[config.mk]
export PLATFORM = sky130hd
export DESIGN_NAME = led_shift_ctrl
export DESIGN_NICKNAME = d
export VERILOG_FILES = /design/src/rtl/led_shift_ctrl.sv
export SDC_FILE = /design/constraint.sdc
export NUM_CORES = 1
export LEC_CHECK = 0
export CELL_PAD_IN_SITES_DETAIL_PLACEMENT = 0
export CELL_PAD_IN_SITES_GLOBAL_PLACEMENT = 2
export CORE_MARGIN = 2
export CORE_UTILIZATION = 39
export DETAILED_ROUTE_END_ITERATION = 16
export PLACE_DENSITY = 0.79
export SYNTH_ARGS = -nofsm -noshare
export SYNTH_HDL_FRONTEND = slang
export SYNTH_SLANG_ARGS = --single-unit
[constraint.sdc]
create_clock -name clk -period 2.7 [get_ports clk]
set_clock_uncertainty 0.2 [all_clocks]
set_input_delay 0.675 -clock clk [delete_from_list [all_inputs] [get_ports clk]]
set_output_delay 0.675 -clock clk [all_outputs]
set_load 0.02 [all_outputs]
[src/rtl/led_shift_ctrl.sv]
// LED shift register driven by debounced button pulses: manual shifts, double-press auto-rotate.
// Latency: one registered stage; a pulse at edge N shows on led/mode/shift_strobe after edge N+1.
// No backpressure: a pulse is accepted on every cycle, and any pulse in auto mode returns to manual.
module led_shift_ctrl #(
  parameter int                WIDTH        = 8,
  parameter int                TICK_DIV     = 50_000_000,
  parameter int                DBL_WINDOW   = 30_000_000,
  parameter logic [WIDTH-1:0]  INIT_PATTERN = WIDTH'(8'h01)
) (
  input  logic              clk,
  input  logic              reset,
  input  logic [1:0]        btn_pulse,
  input  logic              serial_in,
  output logic [WIDTH-1:0]  led,
  output logic [1:0]        mode,
  output logic              shift_strobe
);

  localparam int TW = (TICK_DIV > 1) ? $clog2(TICK_DIV) : 1;
  localparam int WW = (DBL_WINDOW > 1) ? $clog2(DBL_WINDOW) : 1;

  localparam logic [TW-1:0] TICK_LAST = TW'(TICK_DIV - 1);
  localparam logic [WW-1:0] WIN_LAST  = WW'(DBL_WINDOW - 1);

  localparam logic [1:0] MANUAL     = 2'b00;
  localparam logic [1:0] AUTO_LEFT  = 2'b01;
  localparam logic [1:0] AUTO_RIGHT = 2'b10;

  localparam logic DIR_LEFT  = 1'b0;
  localparam logic DIR_RIGHT = 1'b1;

  logic [TW-1:0]    tick_cnt, tick_nxt;
  logic [WW-1:0]    win_cnt, win_nxt;
  logic             armed, armed_nxt;
  logic             armed_dir, dir_nxt;
  logic [WIDTH-1:0] led_nxt;
  logic [1:0]       mode_nxt;
  logic             strobe_nxt;

  // Next-state decode: manual shifting with a double-press window, or timed rotation in auto mode.
  always_comb begin
    led_nxt    = led;
    mode_nxt   = mode;
    strobe_nxt = 1'b0;
    tick_nxt   = tick_cnt;
    win_nxt    = win_cnt;
    armed_nxt  = armed;
    dir_nxt    = armed_dir;

    case (mode)
      MANUAL: begin
        case (btn_pulse)
          2'b01: begin
            if (armed && (armed_dir == DIR_LEFT)) begin
              // Second left press inside the window: start rotating, no shift this cycle.
              mode_nxt  = AUTO_LEFT;
              armed_nxt = 1'b0;
              tick_nxt  = '0;
              win_nxt   = '0;
            end else begin
              led_nxt    = {led[WIDTH-2:0], serial_in};
              strobe_nxt = 1'b1;
              armed_nxt  = 1'b1;
              dir_nxt    = DIR_LEFT;
              win_nxt    = '0;
            end
          end
          2'b10: begin
            if (armed && (armed_dir == DIR_RIGHT)) begin
              mode_nxt  = AUTO_RIGHT;
              armed_nxt = 1'b0;
              tick_nxt  = '0;
              win_nxt   = '0;
            end else begin
              led_nxt    = {serial_in, led[WIDTH-1:1]};
              strobe_nxt = 1'b1;
              armed_nxt  = 1'b1;
              dir_nxt    = DIR_RIGHT;
              win_nxt    = '0;
            end
          end
          2'b11: begin
            // Both buttons together restore the start pattern and forget any pending press.
            led_nxt    = INIT_PATTERN;
            strobe_nxt = 1'b1;
            armed_nxt  = 1'b0;
            win_nxt    = '0;
          end
          default: begin
            // Idle: age the double-press window; it closes after its last counted cycle.
            if (armed) begin
              if (win_cnt == WIN_LAST) begin
                armed_nxt = 1'b0;
                win_nxt   = '0;
              end else begin
                win_nxt = win_cnt + WW'(1);
              end
            end
          end
        endcase
      end

      AUTO_LEFT, AUTO_RIGHT: begin
        if (btn_pulse != 2'b00) begin
          // Any press leaves auto mode; it takes priority over a coinciding tick.
          mode_nxt  = MANUAL;
          tick_nxt  = '0;
          armed_nxt = 1'b0;
          win_nxt   = '0;
        end else if (tick_cnt == TICK_LAST) begin
          tick_nxt   = '0;
          strobe_nxt = 1'b1;
          if (mode == AUTO_LEFT) begin
            led_nxt = {led[WIDTH-2:0], led[WIDTH-1]};
          end else begin
            led_nxt = {led[0], led[WIDTH-1:1]};
          end
        end else begin
          tick_nxt = tick_cnt + TW'(1);
        end
      end

      default: begin
        // Unused encoding: fall back to manual without touching the pattern.
        mode_nxt  = MANUAL;
        tick_nxt  = '0;
        armed_nxt = 1'b0;
        win_nxt   = '0;
      end
    endcase
  end

  // State and output registers; reset aborts auto mode and any open window at once.
  always_ff @(posedge clk or posedge reset) begin
    if (reset) begin
      led          <= INIT_PATTERN;
      mode         <= MANUAL;
      shift_strobe <= 1'b0;
      tick_cnt     <= '0;
      win_cnt      <= '0;
      armed        <= 1'b0;
      armed_dir    <= DIR_LEFT;
    end else begin
      led          <= led_nxt;
      mode         <= mode_nxt;
      shift_strobe <= strobe_nxt;
      tick_cnt     <= tick_nxt;
      win_cnt      <= win_nxt;
      armed        <= armed_nxt;
      armed_dir    <= dir_nxt;
    end
  end

endmodule
# Word level (Yosys, flattened, before mapping)
# Index checks and enable logic that the tools add are counted.
# classes
addsub	2
eq_ne	19
mux	37
bitwise	1
n_reduce_logical	13
# ops
op	count
$mux 26	4
$pmux 26 s2	2
$mux 25	4
$pmux 25 s2	1
$mux 8	5
$add 26x1->26 const B	1
$eq 26x26->1 const B	1
$add 25x1->25 const B	1
$eq 25x25->1 const B	1
$pmux 8 s3	1
$pmux 8 s2	1
$ne 3x3->1 const B	5
$ne 2x2->1 const B	5
$mux 1	9
$pmux 2 s2	2
$reduce_and 4->1	2
$eq 2x2->1 const B	3
$mux 2	3
$pmux 1 s2	3
$pmux 1 s3	2
$reduce_and 6->1	1
$reduce_bool 2->1	3
$eq 2x1->1 const B	2
$ne 4x1->1 const B	1
8 further kinds	9
# word_totals
register_bits	64
output_inout_bits	11

# Longest topological paths before layout
# depth
word_depth	5
depth_mapped	10
depth_no_buf	7

# Least setup slack after synthesis
# OpenSTA, ideal clock, no wires.
# synth_path
kind	in2reg
from	input port btn_pulse[1]
to	register led[3]
t_arrival_ps	2160
required_ps	2375
setup_slack_ps	215
stages	8
path_cell_list	inv_1 -> ha_1 -> mux2i_1 -> o22ai_1 -> a221o_1 -> o21ba_2 -> buf_4 -> mux2_2
# synth_between
elab_chain_cells	3
word_cells_on_any_way	11
classes_between	eq/ne: 7; mux: 2; reduce/logical: 2
# synth_rtl
element	line	rtl
start: declaration	12	input logic [1:0] btn_pulse,
$eq 2x2->1, or another cell as far along	52	case (btn_pulse)
$pmux 8 s3, or another cell as far along	52	
$pmux 8 s2 or $reduce_and 6->1 (tied branches)	-	
end signal: assignment	144	led <= led_nxt;
end: declaration	14	output logic [WIDTH-1:0] led,
# Several ways; a longest one is shown, not always the timed one.
# A chain may end at the register's enable or synchronous reset.

# Final worst setup path
# layout_path
from	register tick_cnt[0]
to	register tick_cnt[5]
# layout_between
elab_chain_cells	4
word_cells_on_any_way	5
classes_between	add/sub: 1; eq/ne: 1; mux: 3
# layout_rtl
element	line	rtl
start: declaration	32	logic [TW-1:0] tick_cnt, tick_nxt;
start signal: assignment	147	tick_cnt <= tick_nxt;
$add 26x1->26 or $eq 26x26->1 (tied branches)	119, 110	
$mux 26 (*)	110	end else if (tick_cnt == TICK_LAST) begin
$mux 26 (*)	104	if (btn_pulse != 2'b00) begin
$pmux 26 s2 (*)	50	case (mode)
# Every way passes the cells marked *; elsewhere a longest branch is shown, timed or not.

==> out/qor.txt <==
Power Density - 802.3 mW/mm²
top_reg_cell synth - dfrtp_1
slowest stage delay, CP - 0.42 ns
Cell Chain, Critical Path - ha_1 -> nand3_1 -> or2_1 -> o31ai_1 -> buf_4 -> buf_4 -> o21ai_0 -> a22o_1
Routed WL - 9398 µm
TritonCTS clock tree - yes
antenna violations before repair - 0
share of layout cells above drive strength 1 - 15.24%
post-route ant nets - 0
final hold vios - 0
Max Root-Sink Buffers - 2
Post-Synth Simple-Gate Area - 25.90%
syn avg cell area - 9.038 µm²
largest net degree at the start of global routing - 31
FILL cells - 951
Buffers on Ports - 15
Worst Setup End Kind - flop
slowest CP cell - dfrtp_1
clk_lat worst skew - 0.35 ns
Most Frequent Cell on Critical Path - buf_4
top cells by area, synth - dfrtp_1 (41%), nand3_1 (4.6%), nor2_1 (3.7%)
Yosys cell types - 58
Worst setup SP type - flop
total CTS buffers - 9
Setup-failing EPs final - 0
RSZ-0062 raised after global routing - false
global-route wire length before repair - 15,990 µm
Async S/R FF share, synth - 100.0%
final-report max-slew violation count - 0
critical path required time - 2.73 ns
via count - 3,357
minimum clock period - 2.505 ns
H-Tree Depth - 3
total I/O pin count - 16
CTS Hold Bufs - 0
path type of the worst min-delay path - flop to flop
Worst Path Arrival - 2.54 ns
YS warnings - 0
drt via density - 5.485
non-filler instance count after layout - 612
nets@finish - 488
drc violations - 0
post-synthesis cell area - 0.003841 mm²
Clk pin slew, worst setup/hold paths - 0.07 ns
outcome - finished, final reports clean
Leakage - 1.933 nW
WL per Instance - 15.36 µm
Core ar. - 0.009684 mm²
vias in the first global route - 3,245
Syn Inst Count - 425
Post-Syn Nets - 439
grt total ovfl - 0
Crit Path Category - flop to flop
post-synth top area share - 41.04%
die height - 103.2 µm
largest family of logic cells by synthesized area - simple AND/OR/NAND/NOR gates
row count - 36
Worst-Margin Slew - 0.6905 ns
mux cell area share after synthesis - 3.616%
post-synthesis sequential area ratio - 41.73%
Max Cap Violations - 0
detailed router's first-iteration violation count - 221
total negative slack - 0 ns
clk sinks - 64
Tcrit/Tclk final - 92.77%
First-pass DRT Iterations - 4
Initial Utilization - 39.66%
EDFF count, synth - 0
Area growth, synth to finish - 20.91%
Post-Synth XOR/XNOR Area - 3.420%
maximum vdd drop - 0.0006041 V
slew margin rel. - 53.58%
Placed Cells - 595
Critical Path Fanout Max - 5
gp weighted congestion - 0.8056
DP HPWL - 6778 µm
adder-cell share of the synthesized area - 2.932%
Seq cells post-synth - 64
root buf cell - clkbuf_8
die area - 0.01066 mm²
ant diodes - 0
Synth Area in Compound Gates - 17.52%
All-Layer GR Usage - 19.23%
die width - 103.2 µm
achievable clock frequency - 399.2 MHz
largest area contributor in the netlist - dfrtp_1
## state kept, by name, indices dropped and copies added, names as in the netlist
register and count:
shift_strobe 1, armed_dir 1, armed 1, win_cnt 25, led 8, tick_cnt 26, mode 2
## area by class of cell
| type | instances | area, µm² | share of cell area (%) |
|---|---|---|---|
| multi-input combinational | 325 | 2066 | 44.48 |
| clock buffer | 9 | 123.9 | 2.667 |
| clock inverter | 7 | 120.1 | 2.586 |
| timing repair buffer | 60 | 513.0 | 11.05 |
| tap | 133 | 166.4 | 3.583 |
| inverter | 14 | 52.55 | 1.131 |
| sequential | 64 | 1603 | 34.51 |
## timing repair
item,in CTS,in global routing
pin swaps,0,0
resized for setup,4,3
endpoints found under the setup margin,5,16
buffers inserted,1,0
## metrics by stage
step	area [µm²]	setup WS (ns)	util, %	hold slack (ns)	total power [mW]
after floorplan	3841	0.2149	-	0.2649	2.103
final	4644	0.1953	47.96	0.3044	3.726
after detailed placement	4365	-0.4075	45.08	0.2947	2.648
after global placement	4365	-0.3745	45.08	0.2858	2.632
after CTS	4639	0.03848	47.91	0.3064	3.759
after global routing	4644	0.02029	47.96	0.3390	3.955
## layout by cell type, fill, tap and decap left out, types with 8 or more instances in the layout
cell	Yosys	layout
a21oi_1	12	12
a22o_1	14	14
a31oi_1	9	9
and2_1	8	8
and3_1	9	9
buf_4	2	42
clkbuf_8	0	9
clkdlybuf4s50_1	0	13
dfrtp_1	63	63
ha_1	9	9
inv_1	14	13
nand2_1	36	36
nand3_1	35	35
nand4_1	22	22
nor2_1	38	38
nor3_1	11	11
o21ai_0	23	23
o31ai_1	10	10
xor2_1	11	11
## synth_stat cells, drive strengths merged, types with 7 or more instances
master and number:
a21oi 12, a22o 14, a31oi 9, and2 9, and3 9, buf 15
clkbuf 7, dfrtp 63, ha 9, inv 14, mux2 7, nand2 36
nand3 36, nand4 22, nor2 38, nor3 12, o21ai 26, o31ai 10
xor2 11
## path summary, 6_finish.rpt
| check | start | slack [ns] | cells past startpoint | end |
|---|---|---|---|---|
| max reg2reg | tick_cnt[0] | 0.20 | 8 | tick_cnt[5] |
| max | tick_cnt[0] | 0.20 | 8 | tick_cnt[5] |
| min | tick_cnt[6] | 0.30 | 1 | tick_cnt[6] |
| min reg2reg | tick_cnt[6] | 0.30 | 1 | tick_cnt[6] |
| min in group asynchronous | reset | 0.50 | 2 | tick_cnt[19] |
| max in group asynchronous | reset | 1.22 | 3 | win_cnt[8] |
## power by group
| group | total (mW) | internal [mW] | switching, mW |
|---|---|---|---|
| Combinational | 1.53 | 0.732 | 0.795 |
| Clock | 1.03 | 0.615 | 0.414 |
| Sequential | 1.17 | 1.06 | 0.110 |
| Total | 3.73 | 2.41 | 1.32 |
## routing by layer
layer  GRT usage [%]  wire (µm)  vias up
li1                -          -     1681
met1           28.00       4874     1636
met2           28.87       4155       34
met3           3.965        267        6
met4           5.870         99        0
met5               0          0        -
## worst max-delay path: cells and delay by family, from the launching register on
family	cells	cell delay, ns
AOI/OAI and AO/OA	3	0.64
buffers and inverters	2	0.36
adders and majority gates	1	0.23
DFF	1	0.42
and+or+nand+nor	2	0.54
## cells by family after synthesis
group | Yosys count
multiplexers | 13
adder cells (fa/ha/maj) | 9
flip-flops | 64
buffers and inverters | 36
XOR/XNOR | 15
AND/OR/NAND/NOR | 191
AO/OA/AOI/OAI | 97
Note: power is estimated with default switching activity, not from simulation.
